===== config.mk =====
export PLATFORM = sky130hd
export DESIGN_NAME = stage_calc_seq
export DESIGN_NICKNAME = d
export VERILOG_FILES = /design/src/rtl/stage_calc_seq.sv
export SDC_FILE = /design/constraint.sdc
export NUM_CORES = 1
export LEC_CHECK = 0
export CAP_MARGIN = 40
export CORE_MARGIN = 1.5
export CORE_UTILIZATION = 56
export CTS_BUF_LIST = sky130_fd_sc_hd__clkbuf_4 sky130_fd_sc_hd__clkbuf_8
export DETAILED_ROUTE_END_ITERATION = 16
export PLACE_DENSITY = 0.8
export SYNTH_ARGS = -nofsm -noshare
export SYNTH_HDL_FRONTEND = slang
export SYNTH_SLANG_ARGS = --single-unit

===== constraint.sdc =====
create_clock -name clk -period 5.6 [get_ports clk]
set_input_delay 1.4 -clock clk [delete_from_list [all_inputs] [get_ports clk]]
set_output_delay 1.4 -clock clk [all_outputs]
set_load 0.02 [all_outputs]

===== src/rtl/stage_calc_seq.sv =====
// -----------------------------------------------------------------------------
// stage_calc_seq
//
// Tile sequencer for the stage-calc MAC array. A job of shape M x N with
// reduction length K is cut into PE_ROW x PE_COL tiles visited row-major
// (row tile outer, column tile inner). For every tile the sequencer clears the
// accumulators, streams K operand reads from the A/B buffers, waits out the
// systolic skew, then drains the valid result rows to the output buffer under
// back-pressure from drain_ready.
//
// Optional build macro: STAGE_CALC_PERF_EN adds the perf_cycles/perf_stall
// performance counters and their ports.
//
// Ports:
//   clk, rst          clock, asynchronous active-high reset
//   start             begin a job (sampled only while idle)
//   k_param           reduction length K
//   row_shape         output rows M
//   col_shape         output columns N
//   out_mode          0 = row-major output addressing, 1 = tile-major
//   busy              high from start accept until the job ends
//   done              one-cycle pulse at job end
//   err               sticky illegal-parameter flag (K, M or N zero)
//   a_rd_en/a_rd_addr A buffer read strobe and address
//   b_rd_en/b_rd_addr B buffer read strobe and address
//   acc_clr           clear PE accumulators
//   acc_en            PE accumulate enable (read strobe delayed one cycle)
//   drain_ready       output buffer can accept a row this cycle
//   out_wr_en         write one PE_COL-wide result row
//   out_wr_addr       output row address
//   out_row_sel       PE row being drained
//   perf_cycles       (STAGE_CALC_PERF_EN) busy cycle count, saturating
//   perf_stall        (STAGE_CALC_PERF_EN) drain stall count, saturating
// -----------------------------------------------------------------------------
module stage_calc_seq #(
    parameter int DIM_W  = 8,
    parameter int PE_ROW = 4,
    parameter int PE_COL = 12,
    parameter int ADDR_W = 16
) (
    input  logic                 clk,
    input  logic                 rst,
    input  logic                 start,
    input  logic [DIM_W-1:0]     k_param,
    input  logic [DIM_W-1:0]     row_shape,
    input  logic [DIM_W-1:0]     col_shape,
    input  logic                 out_mode,
    output logic                 busy,
    output logic                 done,
    output logic                 err,
    output logic                 a_rd_en,
    output logic [ADDR_W-1:0]    a_rd_addr,
    output logic                 b_rd_en,
    output logic [ADDR_W-1:0]    b_rd_addr,
    output logic                 acc_clr,
    output logic                 acc_en,
    input  logic                 drain_ready,
    output logic                 out_wr_en,
    output logic [ADDR_W-1:0]    out_wr_addr,
    output logic [((PE_ROW > 1) ? $clog2(PE_ROW) : 1)-1:0] out_row_sel
`ifdef STAGE_CALC_PERF_EN
    ,
    output logic [31:0]          perf_cycles,
    output logic [31:0]          perf_stall
`endif
);

    localparam int RSW       = (PE_ROW > 1) ? $clog2(PE_ROW) : 1;
    localparam int FLUSH_LEN = PE_ROW + PE_COL - 1;
    localparam int FLW       = $clog2(FLUSH_LEN + 1);
    // Tile base counters need headroom above DIM_W so base+tile never wraps
    // before it is compared against the shape.
    localparam int BW        = DIM_W + 2 + $clog2(PE_ROW + PE_COL);

    typedef enum logic [2:0] {
        S_IDLE,
        S_CLR,
        S_FEED,
        S_FLUSH,
        S_DRAIN,
        S_DONE
    } state_t;

    state_t              state_q, state_d;
    logic [DIM_W-1:0]    k_q, k_d;
    logic [DIM_W-1:0]    m_q, m_d;
    logic [DIM_W-1:0]    n_q, n_d;
    logic                mode_q, mode_d;
    logic                err_q, err_d;
    logic                acc_en_q, acc_en_d;
    logic [DIM_W-1:0]    kk_q, kk_d;
    logic [FLW-1:0]      fl_q, fl_d;
    logic [RSW-1:0]      r_q, r_d;
    logic [BW-1:0]       rb_q, rb_d;          // rt * PE_ROW
    logic [BW-1:0]       cb_q, cb_d;          // ct * PE_COL
    logic [ADDR_W-1:0]   ct_q, ct_d;          // column tile index
    logic [ADDR_W-1:0]   ct_total_q, ct_total_d;
    logic [ADDR_W-1:0]   a_base_q, a_base_d;  // rt * K
    logic [ADDR_W-1:0]   b_base_q, b_base_d;  // ct * K
    logic [ADDR_W-1:0]   m0_base_q, m0_base_d; // rt * PE_ROW * CT
    logic [ADDR_W-1:0]   m0_row_q, m0_row_d;  // (rt * PE_ROW + r) * CT
    logic [ADDR_W-1:0]   m1_tile_q, m1_tile_d; // (rt * CT + ct) * PE_ROW

    logic illegal;
    logic last_kk;
    logic last_fl;
    logic last_row;
    logic last_ct;
    logic last_rt;

    assign illegal = (k_param == '0) || (row_shape == '0) || (col_shape == '0);
    assign last_kk = (kk_q == (k_q - DIM_W'(1)));
    assign last_fl = (fl_q == FLW'(FLUSH_LEN - 1));
    // A tile row is the last one either at the array edge or at the edge of M;
    // rows past M are never visited.
    assign last_row = (r_q == RSW'(PE_ROW - 1)) ||
                      ((rb_q + BW'(r_q) + BW'(1)) >= BW'(m_q));
    assign last_ct  = (cb_q + BW'(PE_COL)) >= BW'(n_q);
    assign last_rt  = (rb_q + BW'(PE_ROW)) >= BW'(m_q);

    always_ff @(posedge clk or posedge rst) begin
        if (rst) begin
            state_q    <= S_IDLE;
            k_q        <= '0;
            m_q        <= '0;
            n_q        <= '0;
            mode_q     <= 1'b0;
            err_q      <= 1'b0;
            acc_en_q   <= 1'b0;
            kk_q       <= '0;
            fl_q       <= '0;
            r_q        <= '0;
            rb_q       <= '0;
            cb_q       <= '0;
            ct_q       <= '0;
            ct_total_q <= '0;
            a_base_q   <= '0;
            b_base_q   <= '0;
            m0_base_q  <= '0;
            m0_row_q   <= '0;
            m1_tile_q  <= '0;
        end else begin
            state_q    <= state_d;
            k_q        <= k_d;
            m_q        <= m_d;
            n_q        <= n_d;
            mode_q     <= mode_d;
            err_q      <= err_d;
            acc_en_q   <= acc_en_d;
            kk_q       <= kk_d;
            fl_q       <= fl_d;
            r_q        <= r_d;
            rb_q       <= rb_d;
            cb_q       <= cb_d;
            ct_q       <= ct_d;
            ct_total_q <= ct_total_d;
            a_base_q   <= a_base_d;
            b_base_q   <= b_base_d;
            m0_base_q  <= m0_base_d;
            m0_row_q   <= m0_row_d;
            m1_tile_q  <= m1_tile_d;
        end
    end

    always_comb begin
        state_d    = state_q;
        k_d        = k_q;
        m_d        = m_q;
        n_d        = n_q;
        mode_d     = mode_q;
        err_d      = err_q;
        kk_d       = kk_q;
        fl_d       = fl_q;
        r_d        = r_q;
        rb_d       = rb_q;
        cb_d       = cb_q;
        ct_d       = ct_q;
        ct_total_d = ct_total_q;
        a_base_d   = a_base_q;
        b_base_d   = b_base_q;
        m0_base_d  = m0_base_q;
        m0_row_d   = m0_row_q;
        m1_tile_d  = m1_tile_q;
        // The operand SRAM returns data one cycle after the read strobe.
        acc_en_d   = (state_q == S_FEED);

        busy        = 1'b0;
        done        = 1'b0;
        a_rd_en     = 1'b0;
        b_rd_en     = 1'b0;
        a_rd_addr   = '0;
        b_rd_addr   = '0;
        acc_clr     = 1'b0;
        out_wr_en   = 1'b0;
        out_wr_addr = '0;
        out_row_sel = '0;

        case (state_q)
            S_IDLE: begin
                if (start) begin
                    k_d        = k_param;
                    m_d        = row_shape;
                    n_d        = col_shape;
                    mode_d     = out_mode;
                    err_d      = illegal;
                    // Column tile count is needed by the row-major address;
                    // division by a constant elaborates to fixed logic.
                    ct_total_d = ADDR_W'((32'(col_shape) + 32'(PE_COL - 1)) / 32'(PE_COL));
                    kk_d       = '0;
                    fl_d       = '0;
                    r_d        = '0;
                    rb_d       = '0;
                    cb_d       = '0;
                    ct_d       = '0;
                    a_base_d   = '0;
                    b_base_d   = '0;
                    m0_base_d  = '0;
                    m0_row_d   = '0;
                    m1_tile_d  = '0;
                    state_d    = illegal ? S_DONE : S_CLR;
                end
            end

            S_CLR: begin
                busy     = 1'b1;
                acc_clr  = 1'b1;
                kk_d     = '0;
                m0_row_d = m0_base_q;
                state_d  = S_FEED;
            end

            S_FEED: begin
                busy      = 1'b1;
                a_rd_en   = 1'b1;
                b_rd_en   = 1'b1;
                a_rd_addr = a_base_q + ADDR_W'(kk_q);
                b_rd_addr = b_base_q + ADDR_W'(kk_q);
                kk_d      = kk_q + DIM_W'(1);
                if (last_kk) begin
                    fl_d    = '0;
                    state_d = S_FLUSH;
                end
            end

            S_FLUSH: begin
                busy = 1'b1;
                fl_d = fl_q + FLW'(1);
                if (last_fl) begin
                    r_d     = '0;
                    state_d = S_DRAIN;
                end
            end

            S_DRAIN: begin
                busy        = 1'b1;
                out_wr_en   = drain_ready;
                out_wr_addr = mode_q ? (m1_tile_q + ADDR_W'(r_q)) : (m0_row_q + ct_q);
                out_row_sel = r_q;
                if (drain_ready) begin
                    r_d      = r_q + RSW'(1);
                    m0_row_d = m0_row_q + ct_total_q;
                    if (last_row) begin
                        m1_tile_d = m1_tile_q + ADDR_W'(PE_ROW);
                        if (last_ct) begin
                            if (last_rt) begin
                                state_d = S_DONE;
                            end else begin
                                // Only the final row tile can be partial, so
                                // the running row address already sits on the
                                // next row tile's base.
                                rb_d      = rb_q + BW'(PE_ROW);
                                cb_d      = '0;
                                ct_d      = '0;
                                a_base_d  = a_base_q + ADDR_W'(k_q);
                                b_base_d  = '0;
                                m0_base_d = m0_row_q + ct_total_q;
                                state_d   = S_CLR;
                            end
                        end else begin
                            cb_d     = cb_q + BW'(PE_COL);
                            ct_d     = ct_q + ADDR_W'(1);
                            b_base_d = b_base_q + ADDR_W'(k_q);
                            state_d  = S_CLR;
                        end
                    end
                end
            end

            S_DONE: begin
                done    = 1'b1;
                state_d = S_IDLE;
            end

            default: begin
                state_d = S_IDLE;
            end
        endcase
    end

    assign err    = err_q;
    assign acc_en = acc_en_q;

`ifdef STAGE_CALC_PERF_EN
    logic [31:0] perf_cycles_q;
    logic [31:0] perf_stall_q;

    always_ff @(posedge clk or posedge rst) begin
        if (rst) begin
            perf_cycles_q <= '0;
            perf_stall_q  <= '0;
        end else if ((state_q == S_IDLE) && start) begin
            perf_cycles_q <= '0;
            perf_stall_q  <= '0;
        end else begin
            if (busy && !(&perf_cycles_q)) begin
                perf_cycles_q <= perf_cycles_q + 32'd1;
            end
            if ((state_q == S_DRAIN) && !drain_ready && !(&perf_stall_q)) begin
                perf_stall_q <= perf_stall_q + 32'd1;
            end
        end
    end

    assign perf_cycles = perf_cycles_q;
    assign perf_stall  = perf_stall_q;
`else
    // Performance counters are not built in this configuration.
`endif

endmodule


==> results of run 1 <==
[final timing paths]
kind	startpoint	end	slack [ns]	depth (start not counted)
min in group asynchronous	rst	kk_q[4]	1.49	3
max in group asynchronous	rst	m1_tile_q[3]	3.38	3
hold reg to reg	err	err	0.49	1
setup / recovery	kk_q[0]	b_rd_addr[14]	0.28	11
setup reg to reg	rb_q[2]	a_base_q[8]	1.52	15
hold / removal	err	err	0.49	1
[routing by layer]
metal / vias up / part of all wire
met3: 64 / 0.049
met5: - / 0
met4: 0 / 0.027
met2: 305 / 0.49
met1: 5192 / 0.43
li1: 5179 / -
[layout by cell type, fill, tap and decap left out, types with 20 or more instances in the layout]
master,netlist,layout
nand2_1,169,169
dfrtp_1,168,168
nor2_1,129,128
o21ai_0,112,112
ha_1,88,88
a21oi_1,87,87
xnor2_1,86,86
clkdlybuf4s50_1,0,86
inv_1,56,55
nand3_1,52,52
xor2_1,32,32
o31ai_1,30,30
a21o_1,28,28
nor3_1,30,28
nor4_1,23,23
or3_1,21,21
and2_1,20,20
[sequential cells by signal, indices dropped and copies added (netlist names)]
signal,flops
k_q,8
m1_tile_q,14
err,1
fl_q,4
n_q,8
ct_q,16
b_base_q,16
m_q,8
cb_q,12
mode_q,1
kk_q,8
m0_row_q,16
r_q,2
ct_total_q,6
rb_q,12
a_base_q,16
acc_en,1
state_q,3
m0_base_q,16
[worst reg2reg max path, delay by kind of cell, from the launching register on]
kind	cells	cell delay, ns
XOR/XNOR	1	0.19
flip-flops	1	0.51
adder cells (fa/ha/maj)	1	0.29
AO/OA/AOI/OAI	6	1.32
AND/OR/NAND/NOR	6	1.40
buffers and inverters	1	0.32
[where the power goes]
part / internal (W) / switching [W] / leakage, nW
Combinational: 0.000742 / 0.00122 / 3.46
Sequential: 0.00142 / 0.000292 / 2.27
Clock: 0.000375 / 0.000496 / 0.195
[stage by stage]
stage	instance area (um^2)	std cells	power [W]	utilization
after floorplan	12000	1418	0.00308	-
after global placement	13100	1728	0.00359	0.622
after detailed placement	13100	1731	0.00367	0.623
after CTS	13500	1762	0.00455	0.641
after global routing	13500	1762	0.00487	0.641
final	13500	1762	0.00455	0.641
[logic make-up after synthesis]
family	count (synthesis)
mux	12
fa+ha+maj	94
simple gates	534
buf+inv	122
xor+xnor	118
compound gates	370
flops	168
[cell type report]
class                   instances  share of cell area
clock buffers                  18              0.0184
clock inverters                13              0.0100
inverters                      59              0.0167
multi-input cells            1128               0.545
flip-flops and latches        168               0.312
well taps                     275              0.0255
repair buffers                101              0.0726
==> flow_summary.json, run 1 <==
{
  "outcome": "complete, no violations",
  "synthAdderAreaFrac": 0.102,
  "cpMostUsedCell": "a21oi_1",
  "cp_num_buf_inv": 1,
  "ys_ff_latch": 168,
  "die_h_um": 149,
  "cts.clk_slew.worst_paths_ns": 0.10,
  "synth_top_area_frac": 0.351,
  "routed_wirelength_um": 30200,
  "synth_common_cells": "nand2_1, dfrtp_1, nor2_1, o21ai_0, ha_1",
  "synth-main-ff-cell": "dfrtp_1",
  "hpwl_um": 21800,
  "ios": 87,
  "synth_cell_types": 75,
  "yosysMostFrequentCell": "nand2_1",
  "synth_compound_area_frac": 0.194,
  "cp_cell_sequence": "ha_1, fa_1, a21o_1, a21oi_1, o21bai_1, a21oi_1, o21bai_1, a21oi_1, o21ai_0, a21oi_1, clkdlybuf4s50_1",
  "cap_violations": 0,
  "rsz0062_at_grt": "false",
  "ys_async_sr_fraction": 1.00,
  "synth_nets": 1541,
  "slew_headroom": 0.370,
  "num_rows": 53,
  "antenna_found_initial": 0,
  "postRouteAntennaNets": 0,
  "worstSkewPairLatency_ns": 0.49,
  "crit_path_end_kind": "output pin",
  "post_drt_wl_per_cell_um": 17.1,
  "setup_violations": 0,
  "core_mm2": 0.0210,
  "power.leakage_nw": 5.92,
  "netlist_area_mm2": 0.0120,
  "die_w_um": 149,
  "muxShareOfSynthArea": 0.0102,
  "holdWs_ns": 0.485,
  "synth.avg_cell_area_um2": 8.46,
  "required_ns": 4.20,
  "drc": 0,
  "h-tree-depth": 4,
  "synth_top_cell_by_area": "dfrtp_1",
  "synth_enable_flop_cells": 0,
  "grt_use_met1": 0.349,
  "diodes": 0,
  "ys_top_cells_by_area": "dfrtp_1, ha_1, xnor2_1",
  "yosys_warnings": 0,
  "drt_iter0_drc": 622,
  "die-area_mm2": 0.0223,
  "dr_total_vias": 10740,
  "dr.pass1.iters": 6,
  "grt_overflow": 0,
  "postCtsHoldBufs": 0,
  "vias_per_cell": 6.10,
  "netlist_instances": 1418,
  "clockBufferDepth": 2,
  "yosysSeqAreaShare": 0.351,
  "grt_pass1_vias": 10298,
  "worst_clock_skew_ns": 0.0196,
  "vdd_drop_max_mv": 0.224,
  "layout.nets": 1598,
  "use_met3": 0.0419,
  "power_density_mw_per_mm2": 337,
  "slowest_delay_ns": 0.62,
  "fin_ws_ns": 0.276,
  "post_cts_resized": 0,
  "post-route-min-period_ns": 5.32,
  "max_freq_mhz": 188,
  "synth_top_family_by_area": "simple AND/OR/NAND/NOR gates",
  "slowest_stage": "clkdlybuf4s50_1",
  "fillCellCount": 1758,
  "cts_tree": "done",
  "portBuffers": 86,
  "clockRootBuffer": "clkbuf_8",
  "grt_max_degree": 169,
  "crit_arrival_ns": 3.92,
  "cts_setup_buffers": 0,
  "start_util": 0.570,
  "dpl_worst_slack_ns": 0.799,
  "cts.sinks": 168,
  "path_class": "flop to output pin",
  "grt_use_met2": 0.488,
  "grt_pass1_wl_um": 49600,
  "path_delay_family": "compound AO/OA/AOI/OAI gates",
  "final-max-slew-violation-count": 0,
  "area.sequential_mm2": 0.00420,
  "tns_ns": 0,
  "tightest_slew_ns": 0.945,
  "numCtsBuffers": 17,
  "critPathLaunchType": "flop",
  "hold_path.class": "flop to flop",
  "layout-drive-gt1-share": 0.0444,
  "crit_path_max_fanout": 7,
  "period_share": 0.951,
  "hold_violations": 0,
  "synthSimpleGateAreaFrac": 0.217,
  "gp_congestion": 0.879,
  "multi_input_area_mm2": 0.00734,
  "grt.busiest_layer": "met2",
  "grt.total_usage": 0.279,
  "synth-xor-area-share": 0.0862,
  "areaGrowthSynthToFinish_pct": 12.4
}
Note: power is estimated with default switching activity, not from simulation.
==> run 2: changes to the inputs <==
--- a/config.mk
+++ b/config.mk
@@ -6,11 +6,14 @@
 export NUM_CORES = 1
 export LEC_CHECK = 0
 export CAP_MARGIN = 40
+export CELL_PAD_IN_SITES_DETAIL_PLACEMENT = 1
+export CELL_PAD_IN_SITES_GLOBAL_PLACEMENT = 1
 export CORE_MARGIN = 1.5
-export CORE_UTILIZATION = 56
+export CORE_UTILIZATION = 42
 export CTS_BUF_LIST = sky130_fd_sc_hd__clkbuf_4 sky130_fd_sc_hd__clkbuf_8
 export DETAILED_ROUTE_END_ITERATION = 16
-export PLACE_DENSITY = 0.8
+export PLACE_DENSITY_LB_ADDON = 0.1
 export SYNTH_ARGS = -nofsm -noshare
 export SYNTH_HDL_FRONTEND = slang
 export SYNTH_SLANG_ARGS = --single-unit
+export TNS_END_PERCENT = 30
==> run 2 against run 1 <==
Clock power increased by 2%. Hold slack gained 0.0057 ns. Maximum frequency rose by 1.2%. Sequential power hardly changed. Largest cell class unchanged.
==> flow_summary.json, run 2 (synthesized netlist as in run 1, its figures left out) <==
{
  "outcome": "complete, no violations",
  "p_total_w": 0.00466,
  "grt.total_usage": 0.252,
  "hold_violations": 0,
  "postRouteAntennaNets": 0,
  "post_drt_wl_per_cell_um": 18.9,
  "portBuffers": 86,
  "vias_per_cell": 5.73,
  "hpwl_um": 25900,
  "die_w_um": 172,
  "tns_ns": 0,
  "holdWs_ns": 0.491,
  "h-tree-depth": 4,
  "drc": 0,
  "cts_tree": "done",
  "post_cts_resized": 0,
  "setup_violations": 0,
  "grt_pass1_vias": 11110,
  "crit_path_end_kind": "output pin",
  "tightest_slew_ns": 0.996,
  "ios": 87,
  "dpl-instance-area_mm2": 0.0132,
  "slowest_stage": "clkdlybuf4s50_1",
  "required_ns": 4.20,
  "postCtsHoldBufs": 0,
  "dr_total_vias": 10689,
  "stdcell_count": 1865,
  "critPathLaunchType": "flop",
  "diodes": 0,
  "cp_cell_sequence": "ha_1, fa_1, a211oi_1, o21ai_0, a31oi_1, o211ai_1, a41oi_1, xnor2_1, mux2i_1, nor2_1, clkdlybuf4s50_1",
  "slowest_delay_ns": 0.63,
  "rsz0062_at_grt": "false",
  "cts.sinks": 168,
  "path_class": "flop to output pin",
  "antenna_found_initial": 0,
  "post-route-min-period_ns": 5.26,
  "dp.cells": 1833,
  "start_util": 0.429,
  "grt_max_degree": 169,
  "areaGrowthSynthToFinish_pct": 13.5,
  "gp_congestion": 0.894,
  "clockRootBuffer": "clkbuf_8",
  "worstSkewPairLatency_ns": 0.50,
  "grt_overflow": 0,
  "hold_path.class": "flop to flop",
  "final_common_cell": "nand2_1",
  "routed_wirelength_um": 35200,
  "period_share": 0.939,
  "die-area_mm2": 0.0296,
  "cts.clk_slew.worst_paths_ns": 0.11,
  "crit_arrival_ns": 3.86,
  "wl_met3_um": 957,
  "cap_violations": 0,
  "clockBufferDepth": 2,
  "worst_clock_skew_ns": 0.0190,
  "layout.nets": 1597,
  "num_rows": 61,
  "crit_path_max_fanout": 6,
  "power.leakage_nw": 5.92,
  "slew_headroom": 0.336,
  "layout-drive-gt1-share": 0.0451,
  "final-max-slew-violation-count": 0,
  "drt_iter0_drc": 490,
  "final_cell_mix": "nand2_1, dfrtp_1, nor2_1",
  "power_density_mw_per_mm2": 342,
  "fin_area_mm2": 0.0136,
  "max_freq_mhz": 190,
  "dr_wl_met2_um": 17300,
  "vdd_drop_max_mv": 0.199,
  "cts_setup_buffers": 0,
  "numCtsBuffers": 17,
  "dr.pass1.iters": 4,
  "highest_layer": "met4",
  "drt-met1-wl_um": 16400,
  "die_h_um": 172,
  "core_mm2": 0.0279,
  "grt_pass1_wl_um": 58500
}
run 2: cell types whose count changed in the layout (fill, tap and decap cells not counted), sizes merged:
cell,previous run,this run
inv,64,67
buf,15,14
bufinv,1,0
clkbuf,18,17
clkinv,5,4
clkinvlp,2,3
run 2: worst max-delay path: cells and delay by family, from the launching register on:
family          cells  cell delay, ns
simple gates        1            0.09
buf+inv             1            0.63
mux                 1            0.09
compound gates      5            1.27
flops               1            0.46
xor+xnor            1            0.15
fa+ha+maj           2            0.69
run 2: area by class of cell:
class,count,area [um^2]
timing repair buffer,100,978
tap,378,473
multi-input combinational,1128,7350
clock inverter,15,149
fill,3363,14300
sequential,168,4200
clock buffer,17,234
inverter,59,225
run 2: worst paths after layout:
kind                                     from              end  slack (ns)  cells past startpoint
max in group asynchronous                 rst     m1_tile_q[6]        3.36                      3
worst min register to register  m0_base_q[10]    m0_base_q[10]        0.49                      2
worst min-delay path            m0_base_q[10]    m0_base_q[10]        0.49                      2
min in group asynchronous                 rst           acc_en        1.47                      3
worst max-delay path                  ct_q[0]  out_wr_addr[14]        0.34                     11
worst max register to register     state_q[2]     a_base_q[15]        1.51                      8
run 2: report_power, final:
| group | switching [W] | total [W] | internal, W |
|---|---|---|---|
| logic | 0.00128 | 0.00203 | 0.000750 |
| registers | 0.000310 | 0.00173 | 0.00142 |
| clock network | 0.000557 | 0.000892 | 0.000335 |
| total | 0.00215 | 0.00466 | 0.00251 |
run 2: through the flow:
step            util  setup WS, ns
6_report       0.487         0.340
3_3_place_gp   0.473         0.877
2_1_floorplan      -          1.60
4_1_cts        0.487         0.246
3_5_place_dp   0.473         0.686
5_1_grt        0.487        0.0394
run 2: routing by layer:
metal / vias up / global-route usage
li1: 5183 / -
met1: 5340 / 0.330
met2: 135 / 0.435
met3: 31 / 0.0366
met4: 0 / 0.0673
met5: - / 0
